**config.mk**
```make
export PLATFORM = sky130hd
export DESIGN_NAME = page_table_responder_flat
export DESIGN_NICKNAME = d
export VERILOG_FILES = /design/src/rtl/page_table_responder_if.sv /design/src/rtl/page_table_responder.sv /design/src/flat_wrapper.sv
export SDC_FILE = /design/constraint.sdc
export NUM_CORES = 1
export LEC_CHECK = 0
export BUFFER_PORTS_ARGS = -buffer_cell sky130_fd_sc_hd__clkbuf_2
export CORE_AREA = 5 5 375 193
export DETAILED_ROUTE_END_ITERATION = 6
export DIE_AREA = 0 0 380 198
export GPL_ROUTABILITY_DRIVEN = 0
export PLACE_DENSITY = 0.7
export SYNTH_ARGS = -nofsm -noshare
export SYNTH_HDL_FRONTEND = slang
export SYNTH_SLANG_ARGS = --single-unit
```
**constraint.sdc**
```tcl
create_clock -name clk -period 5.5 [get_ports clk]
set_input_delay 1.375 -clock clk [delete_from_list [all_inputs] [get_ports clk]]
set_output_delay 1.375 -clock clk [all_outputs]
set_load 0.02 [all_outputs]
```
**src/rtl/page_table_responder_if.sv**
```systemverilog
// Lookup/complete bus plus table write port between a TLB miss path and
// the page-table responder.
//
// Handshake: the master raises LOOKUP_RQST (a level) with LOOKUP_ADDR and keeps
// it up until it is taken. It is taken only at an edge where LOOKUP_BUSY=0.
// LOOKUP_COMPLETE is a one-cycle pulse that marks LOOKUP_RETURN/LOOKUP_FAULT
// as valid. There is no back-pressure on the response. WR_EN is a
// single-cycle strobe that the responder takes at any edge.
interface page_table_responder_if #(
  parameter int ADDR_W  = 6,
  parameter int TRANS_W = 12
);
  logic               LOOKUP_RQST;
  logic [ADDR_W-1:0]  LOOKUP_ADDR;
  logic               LOOKUP_COMPLETE;
  logic [TRANS_W-1:0] LOOKUP_RETURN;
  logic               LOOKUP_FAULT;
  logic               LOOKUP_BUSY;
  logic               WR_EN;
  logic [ADDR_W-1:0]  WR_ADDR;
  logic [TRANS_W-1:0] WR_DATA;
  logic               WR_VALID;

  modport master (
    output LOOKUP_RQST, LOOKUP_ADDR, WR_EN, WR_ADDR, WR_DATA, WR_VALID,
    input  LOOKUP_COMPLETE, LOOKUP_RETURN, LOOKUP_FAULT, LOOKUP_BUSY
  );

  modport slave (
    input  LOOKUP_RQST, LOOKUP_ADDR, WR_EN, WR_ADDR, WR_DATA, WR_VALID,
    output LOOKUP_COMPLETE, LOOKUP_RETURN, LOOKUP_FAULT, LOOKUP_BUSY
  );
endinterface

```
**src/rtl/page_table_responder.sv**
```systemverilog
// Single-level page table that acts as the TLB miss handler. It returns a
// translation, or a fault, after a fixed walk latency.
module page_table_responder #(
  parameter int ADDR_W   = 6,
  parameter int TRANS_W  = 12,
  parameter int WALK_LAT = 4   // legal range 1..15
) (
  input  logic                   clk,
  input  logic                   rst,
  page_table_responder_if.slave  bus,
  output logic [1:0]             dbg_state_o
);
  localparam int DEPTH = 2 ** ADDR_W;
  localparam logic [3:0] LAT_M1 = 4'(WALK_LAT - 1);

  typedef enum logic [1:0] {
    S_IDLE = 2'd0,
    S_WALK = 2'd1,
    S_RESP = 2'd2
  } state_e;

  state_e             state_q, state_d;
  logic [3:0]         cnt_q, cnt_d;
  logic [ADDR_W-1:0]  addr_q, addr_d;
  logic               complete_q, complete_d;
  logic [TRANS_W-1:0] ret_q, ret_d;
  logic               fault_q, fault_d;

  logic [DEPTH-1:0]   valid_q;
  logic [TRANS_W-1:0] data_q [DEPTH];

  // Valid bits are reset and data is not, so an entry that was never written reads as a fault.
  always_ff @(posedge clk) begin
    if (rst) begin
      valid_q <= '0;
    end else if (bus.WR_EN) begin
      valid_q[bus.WR_ADDR] <= bus.WR_VALID;
    end
  end

  always_ff @(posedge clk) begin
    if (!rst && bus.WR_EN) begin
      data_q[bus.WR_ADDR] <= bus.WR_DATA;
    end
  end

  always_ff @(posedge clk) begin
    if (rst) begin
      state_q    <= S_IDLE;
      cnt_q      <= '0;
      addr_q     <= '0;
      complete_q <= 1'b0;
      ret_q      <= '0;
      fault_q    <= 1'b0;
    end else begin
      state_q    <= state_d;
      cnt_q      <= cnt_d;
      addr_q     <= addr_d;
      complete_q <= complete_d;
      ret_q      <= ret_d;
      fault_q    <= fault_d;
    end
  end

  // The final walk read samples the stored entry at the edge where a same-edge write
  // also commits, so that write is not seen (read-before-write).
  always_comb begin
    state_d    = state_q;
    cnt_d      = cnt_q;
    addr_d     = addr_q;
    complete_d = 1'b0;
    ret_d      = ret_q;
    fault_d    = fault_q;
    unique case (state_q)
      S_IDLE: begin
        if (bus.LOOKUP_RQST) begin
          addr_d  = bus.LOOKUP_ADDR;
          cnt_d   = LAT_M1;
          state_d = S_WALK;
        end
      end
      S_WALK: begin
        if (cnt_q == 4'd0) begin
          ret_d      = valid_q[addr_q] ? data_q[addr_q] : '0;
          fault_d    = ~valid_q[addr_q];
          complete_d = 1'b1;
          state_d    = S_RESP;
        end else begin
          cnt_d = cnt_q - 4'd1;
        end
      end
      S_RESP: begin
        state_d = S_IDLE;
      end
      default: begin
        state_d = S_IDLE;
      end
    endcase
  end

  assign bus.LOOKUP_COMPLETE = complete_q;
  assign bus.LOOKUP_RETURN   = ret_q;
  assign bus.LOOKUP_FAULT    = fault_q;
  assign bus.LOOKUP_BUSY     = (state_q != S_IDLE);
  assign dbg_state_o         = state_q;
endmodule
```
**src/flat_wrapper.sv**
```systemverilog
// flat-port wrapper written by rule: the top's interface ports become plain ports
module page_table_responder_flat 
#(
  parameter int ADDR_W   = 6,
  parameter int TRANS_W  = 12,
  parameter int WALK_LAT = 4                       
)
  (clk, rst, dbg_state_o, bus_LOOKUP_RQST, bus_LOOKUP_ADDR, bus_WR_EN, bus_WR_ADDR, bus_WR_DATA, bus_WR_VALID, bus_LOOKUP_COMPLETE, bus_LOOKUP_RETURN, bus_LOOKUP_FAULT, bus_LOOKUP_BUSY);
  page_table_responder_if #(.ADDR_W(ADDR_W), .TRANS_W(TRANS_W)) bus_i ();
  input  logic clk;
  input  logic rst;
  output logic [1:0] dbg_state_o;
  input wire logic [$bits(bus_i.LOOKUP_RQST)-1:0] bus_LOOKUP_RQST;
  input wire logic [$bits(bus_i.LOOKUP_ADDR)-1:0] bus_LOOKUP_ADDR;
  input wire logic [$bits(bus_i.WR_EN)-1:0] bus_WR_EN;
  input wire logic [$bits(bus_i.WR_ADDR)-1:0] bus_WR_ADDR;
  input wire logic [$bits(bus_i.WR_DATA)-1:0] bus_WR_DATA;
  input wire logic [$bits(bus_i.WR_VALID)-1:0] bus_WR_VALID;
  output wire logic [$bits(bus_i.LOOKUP_COMPLETE)-1:0] bus_LOOKUP_COMPLETE;
  output wire logic [$bits(bus_i.LOOKUP_RETURN)-1:0] bus_LOOKUP_RETURN;
  output wire logic [$bits(bus_i.LOOKUP_FAULT)-1:0] bus_LOOKUP_FAULT;
  output wire logic [$bits(bus_i.LOOKUP_BUSY)-1:0] bus_LOOKUP_BUSY;
  assign bus_i.LOOKUP_RQST = bus_LOOKUP_RQST;
  assign bus_i.LOOKUP_ADDR = bus_LOOKUP_ADDR;
  assign bus_i.WR_EN = bus_WR_EN;
  assign bus_i.WR_ADDR = bus_WR_ADDR;
  assign bus_i.WR_DATA = bus_WR_DATA;
  assign bus_i.WR_VALID = bus_WR_VALID;
  assign bus_LOOKUP_COMPLETE = bus_i.LOOKUP_COMPLETE;
  assign bus_LOOKUP_RETURN = bus_i.LOOKUP_RETURN;
  assign bus_LOOKUP_FAULT = bus_i.LOOKUP_FAULT;
  assign bus_LOOKUP_BUSY = bus_i.LOOKUP_BUSY;
  page_table_responder #(.ADDR_W(ADDR_W), .TRANS_W(TRANS_W), .WALK_LAT(WALK_LAT)) u_core (.clk(clk), .rst(rst), .bus(bus_i), .dbg_state_o(dbg_state_o));
endmodule
```
==> PnR_summary.wiki, run 1 <==
{| class="wikitable"
! Metric !! Value
|-
| Switching share of power || 0.220
|-
| Chip width || roughly 380 um
|-
| Port Buffers || 45
|-
| Power share of the sequential group || 0.544
|-
| Total of cells resized after clock tree synthesis || 0
|-
| Average via count per standard cell || 6.39
|-
| Number of CTS-inserted buffers || 73
|-
| Detailed-route wire length per cell || 29.2 um
|-
| Syn nets || 1927
|-
| Most frequent standard cell in the layout excluding fill and tap cells || sky130_fd_sc_hd__edfxtp_1
|-
| Commonest cells after routing, fill and taps aside || 768 x sky130_fd_sc_hd__edfxtp_1, 145 x sky130_fd_sc_hd__mux4_2, 95 x sky130_fd_sc_hd__nor2_1
|-
| Leading register cell type out of synthesis || sky130_fd_sc_hd__edfxtp_1
|-
| Max Cap Viol || 0
|-
| Actual slew at the worst max-slew pin || between 1 and 1.5 ns
|-
| Via count of the first global-routing pass || 18.2k
|-
| TritonCTS clock tree || done
|-
| Post-synth design cell area || around 34000 um2
|-
| Kind of start point of the critical path || input port
|-
| Antenna diode count || 0
|-
| Number of setup buffers added after CTS || 0
|-
| Cell type with the highest aggregate area in the netlist || sky130_fd_sc_hd__edfxtp_1
|-
| Area share of the leading cell type in the synthesized netlist || 0.680
|-
| Ys async rst share || 0
|-
| CTS clk-pin slew, worst paths || 0.07 ns
|-
| Type of the worst min-delay path || reg2reg
|-
| Number of ports placed on the die boundary || 46
|-
| FF+latch count, synth || 864
|-
| Static Leakage || 11.6 nW
|-
| Combined global-route utilization of all metal layers || 0.229
|-
| Summed negative setup slack over all endpoints || 0 ns
|-
| Latest clock arrival within the worst-skew pair || 0.63 ns
|-
| First-pass DRT Iterations || 6
|-
| Top cells by area, synth || sky130_fd_sc_hd__edfxtp_1 68%, sky130_fd_sc_hd__mux4_2 9.6%, sky130_fd_sc_hd__dfxtp_1 5.7%
|-
| Vias || 18.8k
|-
| Effective utilization at floorplan || 0.496
|-
| Post-placement worst setup slack || 1.29 ns
|-
| Sequential fraction of the synthesis area || 0.736
|-
| Multiplexer share of the synthesized area || 0.143
|-
| RSZ-0062 raised after global routing || false
|-
| Final worst-path cycle share || 0.647
|-
| Final Hold Fails || 0
|-
| Share of post-route cells with drive strength above 1 || 0.227
|-
| Min Tclk post-route || ~3.6 ns
|-
| Final number of max-transition violations || 0
|-
| Area enclosed by the die boundary || 75200 um2
|-
| Max Root-Sink Buffers || 3
|-
| Global-route wire length before repair || between 100 and 150 mm
|-
| Layout overhead on the synthesized area || 11.1%
|-
| WL final || about 86 mm
|-
| Maximum number of pins on one net before global-route repair || around 100
|-
| Share of synthesized cell area in full adder, half adder and majority cells || 0.000737
|-
| Count of final setup violators || 0
|-
| GRT overflow || 0
|-
| Clk Tree Root Cell || sky130_fd_sc_hd__clkbuf_16
|-
| Critical Path RT || 5.74 ns
|-
| Synth warnings || 0
|-
| Net count, final || 1998
|-
| Relative slew slack || 0.169
|-
| FMAX || 281 MHz
|-
| Pwr/cell area || 353 nW/um2
|-
| Number of cell rows || 68
|-
| Dpl hpwl || about 54 mm
|-
| Cell-internal power || approximately 10 mW
|-
| Number of enable-type register cells in the synthesized netlist || 768
|-
| Main combinational cell family by area after synthesis || multiplexers
|-
| Number of cells produced by synthesis || 1896
|-
| Data arrival time of the critical path || 3.80 ns
|-
| Synthesized area per cell || approximately 18 um2
|-
| Fin worst setup slack || approximately 1.9 ns
|-
| H-tree level count || 3
|-
| Count of filler cells inserted in the layout || 5198
|-
| Number of placed instances, taps included || roughly 2.8k
|-
| Total chip power || 13.3 mW
|-
| Clock sinks || 864
|-
| Fin Clk Skew || 0.0179 ns
|-
| Final Instance Count excl. Fillers || about 2.9k
|-
| Initial antenna violation count || 3
|-
| Critical path capture point type || flip-flop
|-
| Simple logic cell fraction of the synthesized area || 0.0433
|-
| Final hold slack || 0.478 ns
|-
| Crit path max fanout || 16
|-
| Result of the run || finished clean
|-
| Die height || between 150 and 200 um
|-
| Count of unique library cells instantiated by Yosys || between 50 and 60
|-
| Number of hold buffers added after cts || 0
|-
| Xor-xnor portion of the synthesized cell area || 0.000516
|-
| Category of the critical setup timing path || in2reg
|-
| Complex-gate fraction of the synthesized area || 0.0572
|-
| Residual DRC count || 0
|-
| Peak supply drop || 205 uV
|-
| Std-Cell Core Area || 68400 um2
|-
| Starting DRT DRC Count || 2842
|-
| Reported net switching power || approximately 2.9 mW
|-
| Part of the power in the clock network || 0.393
|-
| Part of the power in combinational logic || 0.063
|-
| Remaining antenna violation count after routing || 0
|}
## critical path, cell delays in order
cell and delay [ns]:
sky130_fd_sc_hd__clkbuf_2 0.24, sky130_fd_sc_hd__nor3b_1 0.75, sky130_fd_sc_hd__nand2b_1 0.44, sky130_fd_sc_hd__nor2_1 0.97
## cells in the mapped netlist, drive strengths merged, types with 4 or more instances
library cell / n
a211oi: 15
a21o: 5
a21oi: 95
a221oi: 7
a22o: 7
a22oi: 20
a31oi: 6
a32o: 5
buf: 64
clkbuf: 63
dfxtp: 96
edfxtp: 768
inv: 4
mux2: 70
mux2i: 62
mux4: 152
nand2: 26
nand2b: 14
nand3: 74
nand3b: 6
nor2: 95
nor2b: 19
nor3: 13
nor3b: 6
nor4: 12
o21ai: 90
o22ai: 51
or3: 8
or3b: 4
## power by group through the flow
stage / combinational [mW] / clock, mW / sequential (mW)
global placement: 0.806 / 0 / 7.38
finish: 0.841 / 5.23 / 7.24
CTS: 0.828 / 5.31 / 7.24
detailed placement: 0.824 / 0 / 7.38
floorplan: 0.523 / 0 / 7.33
global route: 0.890 / 5.60 / 7.24
## worst paths after layout
| check | startpoint | to | slack (ns) | cells past startpoint |
|---|---|---|---|---|
| worst max register to register | flip-flop | u_core.bus.LOOKUP_RETURN[5]$_SDFFE_PP0P_ | 1.95 | 7 |
| worst min-delay path | u_core.valid_q[9]$_SDFFE_PP0P_ | u_core.valid_q[9]$_SDFFE_PP0P_ | 0.48 | 2 |
| worst max-delay path | bus_WR_ADDR[4] | u_core.data_q[17][2]$_DFFE_PP_ | 1.94 | 4 |
| worst min register to register | u_core.valid_q[9]$_SDFFE_PP0P_ | u_core.valid_q[9]$_SDFFE_PP0P_ | 0.48 | 2 |
## sequential cells by signal, indices dropped and copies added, names as in the netlist, named ones only
signal / flops
u_core.data_q: 768
u_core.bus.LOOKUP_COMPLETE: 1
u_core.bus.LOOKUP_RETURN: 12
u_core.addr_q: 6
u_core.bus.LOOKUP_FAULT: 1
u_core.cnt_q: 4
u_core.dbg_state_o: 2
u_core.valid_q: 64
## cell families (layout without fill, tap and decap cells)
| kind of cell | Yosys count | in the layout |
|---|---|---|
| flip-flops | 864 | 864 |
| XOR/XNOR | 2 | 2 |
| adder cells (fa/ha/maj) | 2 | 2 |
| multiplexers | 284 | 284 |
| AND/OR/NAND/NOR | 292 | 292 |
| buffers and inverters | 131 | 262 |
| AO/OA/AOI/OAI | 321 | 321 |
## per-layer routing
metal,wire [um],global-route usage,up-vias
li1,-,-,7814
met2,34000,0.297,1199
met4,1870,0.0582,2
met1,36200,0.341,9615
met5,13,0,-
met3,13700,0.113,142
## cell type report
type | instances | area, um2 | share of cell area
sequential | 864 | 25000 | 0.663
multi-input combinational | 901 | 8320 | 0.221
clock buffer | 99 | 2080 | 0.0551
tap | 910 | 1140 | 0.0302
timing repair buffer | 123 | 836 | 0.0222
clock inverter | 36 | 313 | 0.00830
inverter | 4 | 15.0 | 0.000398
## metrics by stage
stage	cell area (um2)	util
final	37700	0.551
after floorplan	33900	-
after global routing	37700	0.551
after detailed placement	35300	0.516
after CTS	37700	0.551
after global placement	35300	0.516
Power figures use the tool's default switching activity.
==> inputs of run 2 (changes only) <==
- PLACE_DENSITY: 0.7 -> 0.73
- clock period: 5.5 -> 3.1 ns (I/O delays scaled with it)
==> run 2 against run 1 <==
  * Power is 74% higher
  * Clock power is 65% higher
  * Flip-flop and latch count stayed put
  * Via count is 3.8% higher
  * Non-clock buffer count is 127 higher
  * Count of clock-buffer cells in the layout is 5 lower
  * Sequential power is 77% higher
  * Critical path depth is 3 higher
  * Largest power group unchanged
==> PnR_summary.wiki, run 2 (synthesized netlist as in run 1, its figures left out) <==
{| class="wikitable"
! Metric !! Value
|-
| Final worst-path cycle share || 0.967
|-
| Effective utilization at floorplan || 0.496
|-
| Critical path capture point type || flip-flop
|-
| Relative slew slack || 0.202
|-
| Utilization after layout || 0.563
|-
| Number of ports placed on the die boundary || 46
|-
| Area enclosed by the die boundary || ~75000 um2
|-
| Residual DRC count || 0
|-
| Latest clock arrival within the worst-skew pair || 0.62 ns
|-
| Share of post-route cells with drive strength above 1 || 0.265
|-
| Initial antenna violation count || 1
|-
| Power share of the sequential group || 0.553
|-
| Die height || ~200 um
|-
| Clk Tree Root Cell || sky130_fd_sc_hd__clkbuf_16
|-
| Fin Clk Skew || 0.0224 ns
|-
| Summed negative setup slack over all endpoints || 0 ns
|-
| Area of placed instances || 36300 um2
|-
| Dpl hpwl || 58.9 mm
|-
| Number of hold buffers added after cts || 0
|-
| Type of the worst min-delay path || in2reg
|-
| Detailed-route wire length per cell || slightly below 30 um
|-
| Number of CTS-inserted buffers || 71
|-
| Cell area after layout || 38500 um2
|-
| Part of the power in combinational logic || 0.073
|-
| Cell-internal power || 18.1 mW
|-
| Result of the run || finished clean
|-
| Critical Path RT || between 3 and 4 ns
|-
| Vias || 19.5k
|-
| Data arrival time of the critical path || 3.50 ns
|-
| Part of the power in the clock network || 0.374
|-
| Reported net switching power || approximately 5.1 mW
|-
| Average via count per standard cell || around 6.4
|-
| Max Root-Sink Buffers || 3
|-
| Register containing the most flip-flops in the final layout || u_core.data_q
|-
| Switching share of power || 0.220
|-
| Number of flip-flops in the largest register || 768
|-
| Commonest cells after routing, fill and taps aside || 768 x sky130_fd_sc_hd__edfxtp_1, 196 x sky130_fd_sc_hd__buf_4, 145 x sky130_fd_sc_hd__mux4_2
|-
| Min Tclk post-route || 3.00 ns
|-
| Most frequent standard cell in the layout excluding fill and tap cells || sky130_fd_sc_hd__edfxtp_1
|-
| Chip width || 380 um
|-
| Layout overhead on the synthesized area || 13.5%
|-
| Std-Cell Core Area || around 70000 um2
|-
| Global-route wire length before repair || 131 mm
|-
| H-tree level count || 3
|-
| GRT overflow || 0
|-
| WL final || 89.7 mm
|-
| Clock sinks || 864
|-
| TritonCTS clock tree || done
|-
| Final number of max-transition violations || 0
|-
| Count of final setup violators || 0
|-
| First-pass DRT Iterations || 6
|-
| Crit path max fanout || 46
|-
| Total of cells resized after clock tree synthesis || 0
|-
| Max Cap Viol || 0
|-
| Actual slew at the worst max-slew pin || 1.20 ns
|-
| RSZ-0062 raised after global routing || false
|-
| Net count, final || 2123
|-
| Peak supply drop || 371 uV
|-
| CTS clk-pin slew, worst paths || 0.07 ns
|-
| Pwr/cell area || 601 nW/um2
|-
| Starting DRT DRC Count || 3119
|-
| Remaining antenna violation count after routing || 0
|-
| Via count of the first global-routing pass || 18.9k
|-
| Category of the critical setup timing path || reg2reg
|-
| Kind of start point of the critical path || flip-flop
|-
| Combined global-route utilization of all metal layers || 0.238
|-
| Static Leakage || 12.1 nW
|-
| Port Buffers || 45
|-
| Number of cell rows || 68
|-
| Final Hold Fails || 0
|-
| Maximum number of pins on one net before global-route repair || between 60 and 70
|-
| FMAX || approximately 330 MHz
|}
[run 2: what timing repair did]
action,in CTS,in global routing
buffers inserted,0,2
endpoints found under the hold margin,0,0
endpoints found under the setup margin,0,2
[run 2: through the flow]
step	hold WS (ns)	cells	total power [mW]	worst slack, ns
2_1_floorplan	0.451	1896	13.9	0.275
3_3_place_gp	0.458	2927	14.6	0.182
3_5_place_dp	0.467	2927	14.7	0.117
4_1_cts	0.429	3050	23.2	0.0693
5_1_grt	0.477	3052	23.9	0.0922
6_report	0.462	3054	23.2	0.104
[run 2: cell type report]
type / count / area [um2]
antenna: 2 / 5.00
inverter: 4 / 15.0
timing repair buffer: 250 / 1880
clock buffer: 94 / 1920
fill: 5112 / 29900
multi-input combinational: 901 / 8310
sequential: 864 / 25000
tap: 910 / 1140
clock inverter: 29 / 239
[run 2: worst max-delay path: stages (launching register included)]
cell                      delay (ns)
sky130_fd_sc_hd__dfxtp_4        0.86
sky130_fd_sc_hd__buf_12         0.31
sky130_fd_sc_hd__mux2i_1        0.36
sky130_fd_sc_hd__a21oi_1        0.12
sky130_fd_sc_hd__o22ai_1        0.41
sky130_fd_sc_hd__nor3_1         0.11
sky130_fd_sc_hd__or3_1          0.42
sky130_fd_sc_hd__a32o_1         0.28
[run 2: worst paths after layout]
| kind | from | endpoint | slack [ns] | cells past startpoint |
|---|---|---|---|---|
| worst min register to register | u_core.valid_q[53]$_SDFFE_PP0P_ | u_core.valid_q[53]$_SDFFE_PP0P_ | 0.48 | 2 |
| worst max register to register | flip-flop | u_core.bus.LOOKUP_RETURN[8]$_SDFFE_PP0P_ | 0.10 | 7 |
| worst max-delay path | flip-flop | u_core.bus.LOOKUP_RETURN[8]$_SDFFE_PP0P_ | 0.10 | 7 |
| worst min-delay path | bus_LOOKUP_ADDR[4] | u_core.addr_q[4]$_SDFFE_PP0N_ | 0.46 | 3 |
[run 2: per-layer routing]
metal  GRT usage  vias to the layer above  wire length (um)
met5           0                        -                 0
met4      0.0532                        0              1620
met3       0.107                      128             15100
met2       0.310                     1369             35400
met1       0.366                     9936             37700
li1            -                     8046                 -
[run 2: power groups by stage]
stage / Clock [mW] / Sequential, mW / Combinational [mW]
after detailed placement: 0 / 13.1 / 1.62
final: 8.65 / 12.8 / 1.69
after floorplan: 0 / 13.0 / 0.928
after global placement: 0 / 13.1 / 1.57
after global routing: 9.31 / 12.8 / 1.78
after CTS: 8.77 / 12.8 / 1.62
